$ cat config.mk
export PLATFORM = sky130hd
export DESIGN_NAME = requant_pipeline_flat
export DESIGN_NICKNAME = d
export VERILOG_FILES = /design/src/rtl/npu_pkg.sv /design/src/rtl/requant_pipeline_if.sv /design/src/rtl/requant_pipeline_round_shift_clamp.sv /design/src/rtl/requant_pipeline.sv /design/src/flat_wrapper.sv
export SDC_FILE = /design/constraint.sdc
export NUM_CORES = 2
export LEC_CHECK = 0
export ABC_AREA = 1
export BUFFER_PORTS_ARGS = -buffer_cell sky130_fd_sc_hd__buf_2
export CORE_ASPECT_RATIO = 0.5
export CORE_MARGIN = 4
export CORE_UTILIZATION = 53
export CTS_CLUSTER_SIZE = 24
export DETAILED_ROUTE_END_ITERATION = 8
export PLACE_DENSITY = 0.67
export RECOVER_POWER = 50
export SETUP_SLACK_MARGIN = 0.15
export SLEW_MARGIN = 20
export SYNTH_ARGS = -nofsm -noshare
export SYNTH_HDL_FRONTEND = slang
export SYNTH_SLANG_ARGS = --single-unit
export TNS_END_PERCENT = 5
$ cat constraint.sdc
create_clock -name clk -period 9.1 [get_ports clk]
set_clock_uncertainty 0.15 [all_clocks]
set_input_delay 0.91 -clock clk [delete_from_list [all_inputs] [get_ports clk]]
set_output_delay 0.91 -clock clk [all_outputs]
set_load 0.05 [all_outputs]
$ cat src/rtl/npu_pkg.sv
// Shared widths, clamp limits and the per-beat requantization config for the
// NPU post-accumulator datapath.
`ifndef DATA_WIDTH
`define DATA_WIDTH 8
`endif
`ifndef ACC_WIDTH
`define ACC_WIDTH 32
`endif

package npu_pkg;
  localparam int DATA_WIDTH  = `DATA_WIDTH;
  localparam int ACC_WIDTH   = `ACC_WIDTH;
  localparam int SCALE_WIDTH = 16;
  localparam int SHIFT_WIDTH = 6;
  localparam int SUM_W       = ACC_WIDTH + 1;
  localparam int PROD_W      = ACC_WIDTH + SCALE_WIDTH + 2;

  localparam logic [ACC_WIDTH-1:0] acc_min = {1'b1, {(ACC_WIDTH-1){1'b0}}};
  localparam logic [ACC_WIDTH-1:0] acc_max = {1'b0, {(ACC_WIDTH-1){1'b1}}};

  // Fields still needed after the bias add; this part rides down the pipe.
  typedef struct packed {
    logic [SCALE_WIDTH-1:0] scale;
    logic [SHIFT_WIDTH-1:0] shift;
    logic                   relu;
  } requant_post_t;

  typedef struct packed {
    logic [ACC_WIDTH-1:0] bias;
    requant_post_t        post;
  } requant_cfg_t;
endpackage

$ cat src/rtl/requant_pipeline_if.sv
// Upstream/downstream stream bus of the requantization stage.
interface requant_pipeline_if;
  import npu_pkg::*;

  // Both sides: a beat transfers on a rising edge where valid && ready; the
  // sender holds valid and payload stable until that edge.
  logic                   in_valid;
  logic                   in_ready;
  logic [ACC_WIDTH-1:0]   in_acc;
  logic [ACC_WIDTH-1:0]   cfg_bias;
  logic [SCALE_WIDTH-1:0] cfg_scale;
  logic [SHIFT_WIDTH-1:0] cfg_shift;
  logic                   cfg_relu;
  logic                   out_valid;
  logic                   out_ready;
  logic [ACC_WIDTH-1:0]   out_data;

  modport master (
    output in_valid, in_acc, cfg_bias, cfg_scale, cfg_shift, cfg_relu, out_ready,
    input  in_ready, out_valid, out_data
  );

  modport slave (
    input  in_valid, in_acc, cfg_bias, cfg_scale, cfg_shift, cfg_relu, out_ready,
    output in_ready, out_valid, out_data
  );
endinterface

$ cat src/rtl/requant_pipeline_round_shift_clamp.sv
// Combinational tail of the requantizer: round-half-up right shift, optional
// ReLU and saturation to the accumulator range.
module round_shift_clamp
  import npu_pkg::*;
(
  input  logic signed [PROD_W-1:0]    prod,
  input  logic        [SHIFT_WIDTH-1:0] shift,
  input  logic                        relu,
  output logic signed [ACC_WIDTH-1:0] result
);

  localparam logic signed [PROD_W:0] max_ext = {{(PROD_W-ACC_WIDTH+1){1'b0}}, acc_max};
  localparam logic signed [PROD_W:0] min_ext = {{(PROD_W-ACC_WIDTH+1){1'b1}}, acc_min};

  logic signed [PROD_W:0] ext;
  logic signed [PROD_W:0] rnd;
  logic signed [PROD_W:0] shifted;

  // One guard bit keeps the rounding add from wrapping; oversized shifts
  // simply drain to the sign (0 or -1).
  always_comb begin
    ext     = {prod[PROD_W-1], prod};
    rnd     = '0;
    shifted = ext;
    if (shift != '0) begin
      rnd     = (PROD_W+1)'(1) << (shift - SHIFT_WIDTH'(1));
      shifted = (ext + rnd) >>> shift;
    end
    if (relu && shifted[PROD_W]) shifted = '0;
    if (shifted > max_ext)      result = acc_max;
    else if (shifted < min_ext) result = acc_min;
    else                        result = shifted[ACC_WIDTH-1:0];
  end

endmodule

$ cat src/rtl/requant_pipeline.sv
// Three-stage requantizer: S1 bias add, S2 scale multiply, S3 round/ReLU/clamp,
// with bubble-collapsing valid/ready flow control.
module requant_pipeline
  import npu_pkg::*;
(
  input  logic               clk,
  input  logic               rst_n,
  requant_pipeline_if.slave  bus
);

  logic v1, v2, v3;
  logic adv1, adv2, adv3;

  requant_cfg_t              cfg_in;
  logic signed [SUM_W-1:0]   sum_c;
  logic signed [SUM_W-1:0]   s1_sum;
  requant_post_t             s1_cfg;
  logic signed [SCALE_WIDTH:0] scale_s;
  logic signed [PROD_W-1:0]  prod_c;
  logic signed [PROD_W-1:0]  s2_prod;
  logic [SHIFT_WIDTH-1:0]    s2_shift;
  logic                      s2_relu;
  logic signed [ACC_WIDTH-1:0] rsc_result;
  logic signed [ACC_WIDTH-1:0] s3_data;

  // A stage may load whenever the stage below it is empty or emptying.
  assign adv3 = !v3 || bus.out_ready;
  assign adv2 = !v2 || adv3;
  assign adv1 = !v1 || adv2;

  assign bus.in_ready  = adv1;
  assign bus.out_valid = v3;
  assign bus.out_data  = s3_data;

  assign cfg_in = '{bias: bus.cfg_bias,
                    post: '{scale: bus.cfg_scale, shift: bus.cfg_shift, relu: bus.cfg_relu}};
  assign sum_c  = {bus.in_acc[ACC_WIDTH-1], bus.in_acc} + {cfg_in.bias[ACC_WIDTH-1], cfg_in.bias};

  assign scale_s = {1'b0, s1_cfg.scale};
  assign prod_c  = PROD_W'(s1_sum) * PROD_W'(scale_s);

  round_shift_clamp u_rsc (
    .prod   (s2_prod),
    .shift  (s2_shift),
    .relu   (s2_relu),
    .result (rsc_result)
  );

  always_ff @(posedge clk or negedge rst_n) begin
    if (!rst_n) begin
      v1     <= 1'b0;
      s1_sum <= '0;
      s1_cfg <= '0;
    end else if (adv1) begin
      v1 <= bus.in_valid;
      if (bus.in_valid) begin
        s1_sum <= sum_c;
        s1_cfg <= cfg_in.post;
      end
    end
  end

  always_ff @(posedge clk or negedge rst_n) begin
    if (!rst_n) begin
      v2       <= 1'b0;
      s2_prod  <= '0;
      s2_shift <= '0;
      s2_relu  <= 1'b0;
    end else if (adv2) begin
      v2 <= v1;
      if (v1) begin
        s2_prod  <= prod_c;
        s2_shift <= s1_cfg.shift;
        s2_relu  <= s1_cfg.relu;
      end
    end
  end

  always_ff @(posedge clk or negedge rst_n) begin
    if (!rst_n) begin
      v3      <= 1'b0;
      s3_data <= '0;
    end else if (adv3) begin
      v3 <= v2;
      if (v2) s3_data <= rsc_result;
    end
  end

endmodule

$ cat src/flat_wrapper.sv
// flat-port wrapper written by rule: the top's interface ports become plain ports
module requant_pipeline_flat import npu_pkg::*;
  (clk, rst_n, bus_in_valid, bus_in_acc, bus_cfg_bias, bus_cfg_scale, bus_cfg_shift, bus_cfg_relu, bus_out_ready, bus_in_ready, bus_out_valid, bus_out_data);
  requant_pipeline_if bus_i ();
  input  logic clk;
  input  logic rst_n;
  input wire logic [$bits(bus_i.in_valid)-1:0] bus_in_valid;
  input wire logic [$bits(bus_i.in_acc)-1:0] bus_in_acc;
  input wire logic [$bits(bus_i.cfg_bias)-1:0] bus_cfg_bias;
  input wire logic [$bits(bus_i.cfg_scale)-1:0] bus_cfg_scale;
  input wire logic [$bits(bus_i.cfg_shift)-1:0] bus_cfg_shift;
  input wire logic [$bits(bus_i.cfg_relu)-1:0] bus_cfg_relu;
  input wire logic [$bits(bus_i.out_ready)-1:0] bus_out_ready;
  output wire logic [$bits(bus_i.in_ready)-1:0] bus_in_ready;
  output wire logic [$bits(bus_i.out_valid)-1:0] bus_out_valid;
  output wire logic [$bits(bus_i.out_data)-1:0] bus_out_data;
  assign bus_i.in_valid = bus_in_valid;
  assign bus_i.in_acc = bus_in_acc;
  assign bus_i.cfg_bias = bus_cfg_bias;
  assign bus_i.cfg_scale = bus_cfg_scale;
  assign bus_i.cfg_shift = bus_cfg_shift;
  assign bus_i.cfg_relu = bus_cfg_relu;
  assign bus_i.out_ready = bus_out_ready;
  assign bus_in_ready = bus_i.in_ready;
  assign bus_out_valid = bus_i.out_valid;
  assign bus_out_data = bus_i.out_data;
  requant_pipeline u_core (.clk(clk), .rst_n(rst_n), .bus(bus_i));
endmodule
Word-level counts from Yosys, hierarchy flattened --
Cells that the tools add are included.
Operators by class: reductions and logical operators 11, mux-type cells 4, $mul 1, order comparisons 2, shift operators 2, add/subtract/negate cells 3
Operators by type and width (number):
- two-way mux 51 bit | 2
- two-way mux 32 bit | 2
- adder 50 x 51 -> 51 bit | 1
- greater-than comparator 51 x 32 -> 1 bit (second input constant) | 1
- < comparator 51 x 32 -> 1 bit (second input constant) | 1
- << shifter 1 x 6 -> 51 bit (first input constant) | 1
- >>> shifter 51 x 6 -> 51 bit | 1
- multiplier 33 x 17 -> 50 bit | 1
- adder 32 x 32 -> 33 bit | 1
- AND reduction 2 bit | 3
- nonzero test 6 bit | 1
- subtractor 6 x 1 -> 6 bit (second input constant) | 1
- zero test 1 bit | 3
- logical OR 1 bit | 3
- logical AND 1 bit | 1
Word-level totals: output and inout port bits 34, logic and storage cells 34, flip-flop bits (word level) 148

Depth between registers and ports, before layout --
depth in word-level cells 10, gate-level depth with buffers 48, depth with buffers taken out 43

Hierarchy --
A second synthesis with hierarchy kept.
Unflattened totals: cells, all modules 5827, area, all modules 37504.7 um^2
By module, submodules not included:
- requant_pipeline | area an instance 28109.5 um^2, seq. area each 3703.6 um^2, cells each 3840, instances 1
- round_shift_clamp | area an instance 9395.3 um^2, seq. area each 0.0 um^2, cells each 1987, instances 1

Worst setup path after synthesis --
No wires, ideal clock.
path type register -> register, from reg u_core.s1_sum[10], to reg u_core.s2_prod[45], stages on the path, launching flop included 30, arrival time 6.215 ns, buffers on the path 2, period minus slack after synthesis 6.483 ns, setup time 0.118 ns, data required time 8.832 ns, path slack 2.617 ns, cell sequence dfrtp_1 -> clkbuf_1 -> clkbuf_1 -> nand2_1 -> fa_1 -> inv_1 -> fa_1 -> inv_1 -> fa_1 -> fa_1 -> inv_1 -> fa_1 -> fa_1 -> ha_1 -> a21oi_1 -> a21boi_0 -> o21ai_1 -> a21boi_1 -> inv_1 -> a21oi_1 -> inv_1 -> nand2_1 -> nand2_1 -> nand2_1 -> nand2_1 -> a31oi_1 -> o21ai_0 -> or2_0 -> nand3_1 -> nand2_1
On the way: word-level cells in the longest chain between the ends 1
RTL lines:
- from (decl) | line requant_pipeline.sv:16 | logic signed [SUM_W-1:0] s1_sum;
- from (signal assigned) | line requant_pipeline.sv:57 | s1_sum <= sum_c;
- multiplier 33 x 17 -> 50 bit | line requant_pipeline.sv:40 | assign prod_c = PROD_W'(s1_sum) * PROD_W'(scale_s);
- to (signal assigned) | line requant_pipeline.sv:72 | s2_prod <= prod_c;
- to (decl) | line requant_pipeline.sv:20 | logic signed [PROD_W-1:0] s2_prod;
Every way passes these cells. A chain may end at the register's enable or synchronous reset.

Final worst setup path --
from reg u_core.s1_sum[12], to reg u_core.s2_prod[35]
Same word-level chain as after synthesis.

==> flow_summary.json <==
{
  "status": "finished with violations",
  "violations": "capacitance limit, slew limit",
  "setup_violations": 0,
  "vias": 32200,
  "antennaDiodeCount": 0,
  "rsz0062_at_grt": "false",
  "post-route-period-util": 0.793,
  "clk_latency_ns": 0.50,
  "initial_utilization": 0.542,
  "wl_met1_mm": 50.6,
  "startpoint_type": "flip-flop",
  "drtIter0Drc": 3132,
  "grt_max_degree": 95,
  "synth_edf_count": 0,
  "yosysSeqAreaShare": 0.107,
  "grt_overflow": 0,
  "drc": 0,
  "max_cap_violations": 4,
  "yosysTopAreaCell": "fa_1",
  "finalMaxSlewViolations": 269,
  "core-area_um2": 63900,
  "setup_slack_ns": 1.89,
  "die_area_um2": 69800,
  "cts_max_level": 4,
  "ant_nets": 0,
  "grt_pass1_vias": 32400,
  "drive_gt1_frac": 0.0552,
  "criticalPathCategory": "reg2reg",
  "cp-startpoint": "u_core.s1_sum[12]",
  "boundaryPins": 125,
  "antenna_found_initial": 0,
  "grt_first_pass_wirelength_mm": 182,
  "wl_met2_mm": 50.9,
  "cp.required_ns": 9.18,
  "crit_arrival_ns": 7.30,
  "yosysWarnings": 0,
  "synthCells": 5114,
  "r2r_cells": 25,
  "cts_resized": 0,
  "cts-root-buf": "clkbuf_16",
  "vias_per_cell": 5.42,
  "async_reset_ff_frac": 1.00,
  "wl_per_cell_um": 19.4,
  "hold_start": "u_core.v2",
  "synth_area_um2": 34700,
  "io_buffers": 124,
  "synth_top_flop_cell": "dfrtp_1",
  "syn_to_final_growth_pct": 4.61,
  "hold_depth": 2,
  "layout_common_cells": "1688 x nand2_1, 1101 x inv_1, 505 x fa_1, 226 x o21ai_0, 219 x nand3_1",
  "worst_pin_slew_ns": 5.15,
  "dr_wl_met3_mm": 10.4,
  "ctsHoldBuffers": 0,
  "min_period_ns": 7.21,
  "end_kind": "flip-flop",
  "ys_types": 57,
  "timing.rr.start": "u_core.s1_sum[12]",
  "min_to": "u_core.bus.out_valid",
  "gp_congestion": 1.02,
  "post_cts_buffers": 0,
  "topRoutingLayerUsed": "met4",
  "regToRegEndpoint": "u_core.s2_prod[35]",
  "nets": 5857,
  "cts.path.max_buffers": 2,
  "dpl-instance-area_um2": 35700,
  "critical_path.max_stage_delay_ns": 0.83,
  "critical_path_buf_inv_count": 6,
  "die_w_um": 370,
  "cts.clk_slew.worst_paths_ns": 0.07,
  "dp_slack_ns": 1.96,
  "synth_top_area_share": 0.292,
  "rows": 65,
  "path_delay_family": "adder cells",
  "hp-class": "reg2reg",
  "finish.instance_area_um2": 36300,
  "final-hold-violation-count": 0,
  "critPathSlowestCell": "dfrtp_1",
  "synth-seq-cells": 148,
  "die_h_um": 189,
  "mostFrequentLayoutCell": "nand2_1",
  "hpwlAfterDp_mm": 95.1,
  "grt_use_total": 0.335,
  "max_slew_margin": -2.43,
  "synth_area_leaders": "fa_1 29%, nand2_1 18%, inv_1 12%",
  "synth_nets": 5911,
  "cts_tree": "yes",
  "firstDrtPassIters": 8,
  "setup-tns-final_ns": 0,
  "routed_wl_mm": 115,
  "cp_max_fo": 17,
  "fmax_ghz": 0.139,
  "syn_area_per_cell_um2": 6.78,
  "clock_sinks": 148,
  "reg2reg_setup_slack_ns": 1.89,
  "cts_made_buffers": 17
}
-- cell type report --
type	instances	area, um2
fillers	6480	27600
multi-input cells	3587	25700
inverters	1135	4260
flip-flops and latches	148	3710
well taps	871	1090
repair buffers	171	921
clock buffers	17	425
clock inverters	15	181
-- worst max path at each step --
stage               depth (start not counted)  slack (ns)                 end
global placement                           23        2.02  u_core.s2_prod[48]
detailed placement                         23        1.96  u_core.s2_prod[48]
floorplan                                  29        2.62  u_core.s2_prod[45]
global route                               25        1.47  u_core.s2_prod[35]
finish                                     25        1.89  u_core.s2_prod[35]
CTS                                        23        1.92  u_core.s2_prod[48]
-- worst register-to-register path, delay by kind of cell (launching register included) --
kind / cells / cell delay, ns
buffers and inverters: 6 / 0.33
AND/OR/NAND/NOR: 6 / 0.77
adder cells (fa/ha/maj): 7 / 3.41
flip-flops: 1 / 0.83
XOR/XNOR: 1 / 0.20
AO/OA/AOI/OAI: 5 / 1.29
-- stage by stage --
| step | utilization | hold slack (ns) | std cells |
|---|---|---|---|
| CTS | 0.569 | 0.327 | 5944 |
| finish | 0.567 | 0.327 | 5944 |
| detailed placement | 0.559 | 0.309 | 5912 |
| floorplan | - | 0.298 | 5114 |
| global route | 0.567 | 0.352 | 5944 |
| global placement | 0.559 | 0.302 | 5912 |
-- flip-flops by register name, summed over array words and instances, names as in the netlist --
signal                cells
u_core.s2_shift           6
u_core.bus.out_valid      1
u_core.s2_prod           50
u_core.s1_sum            33
u_core.bus.out_data      32
u_core.s1_cfg            23
u_core.v1                 1
u_core.v2                 1
u_core.s2_relu            1
-- metal layers --
metal  track usage  vias up
li1              -    15100
met1         0.480    15500
met2         0.522     1384
met3        0.0626      181
met4        0.0933        0
met5             0        -
-- synth_stat cells (7+ instances only) --
cell type / n
nand2_1: 1689
o21ai_1: 15
nand3_1: 219
xor2_1: 60
o21a_1: 7
nor4_1: 7
mux2i_1: 18
buf_1: 18
nor2_1: 206
o22ai_1: 8
nand2_2: 15
inv_2: 28
xnor2_1: 46
a31oi_1: 23
o21ai_0: 226
inv_1: 1102
buf_2: 17
nand3_2: 14
clkbuf_1: 194
fa_1: 505
dfrtp_1: 148
nand4_1: 16
o211ai_1: 13
a221oi_1: 11
nor2_2: 31
buf_6: 9
a21oi_1: 165
ha_1: 201
nor3_1: 20
-- kinds of logic after synthesis --
| family | count (synthesis) | share of synthesized area |
|---|---|---|
| buffers and inverters | 1379 | 0.152 |
| and+or+nand+nor | 2241 | 0.262 |
| adders and majority gates | 706 | 0.364 |
| xor gates and xnor gates | 106 | 0.0268 |
| AOI/OAI and AO/OA | 516 | 0.0826 |
| DFF | 148 | 0.107 |
| muxes | 18 | 0.00520 |
Power is not shown: default switching activity piles up to over one toggle a cycle in this logic, so the estimate is an artifact.
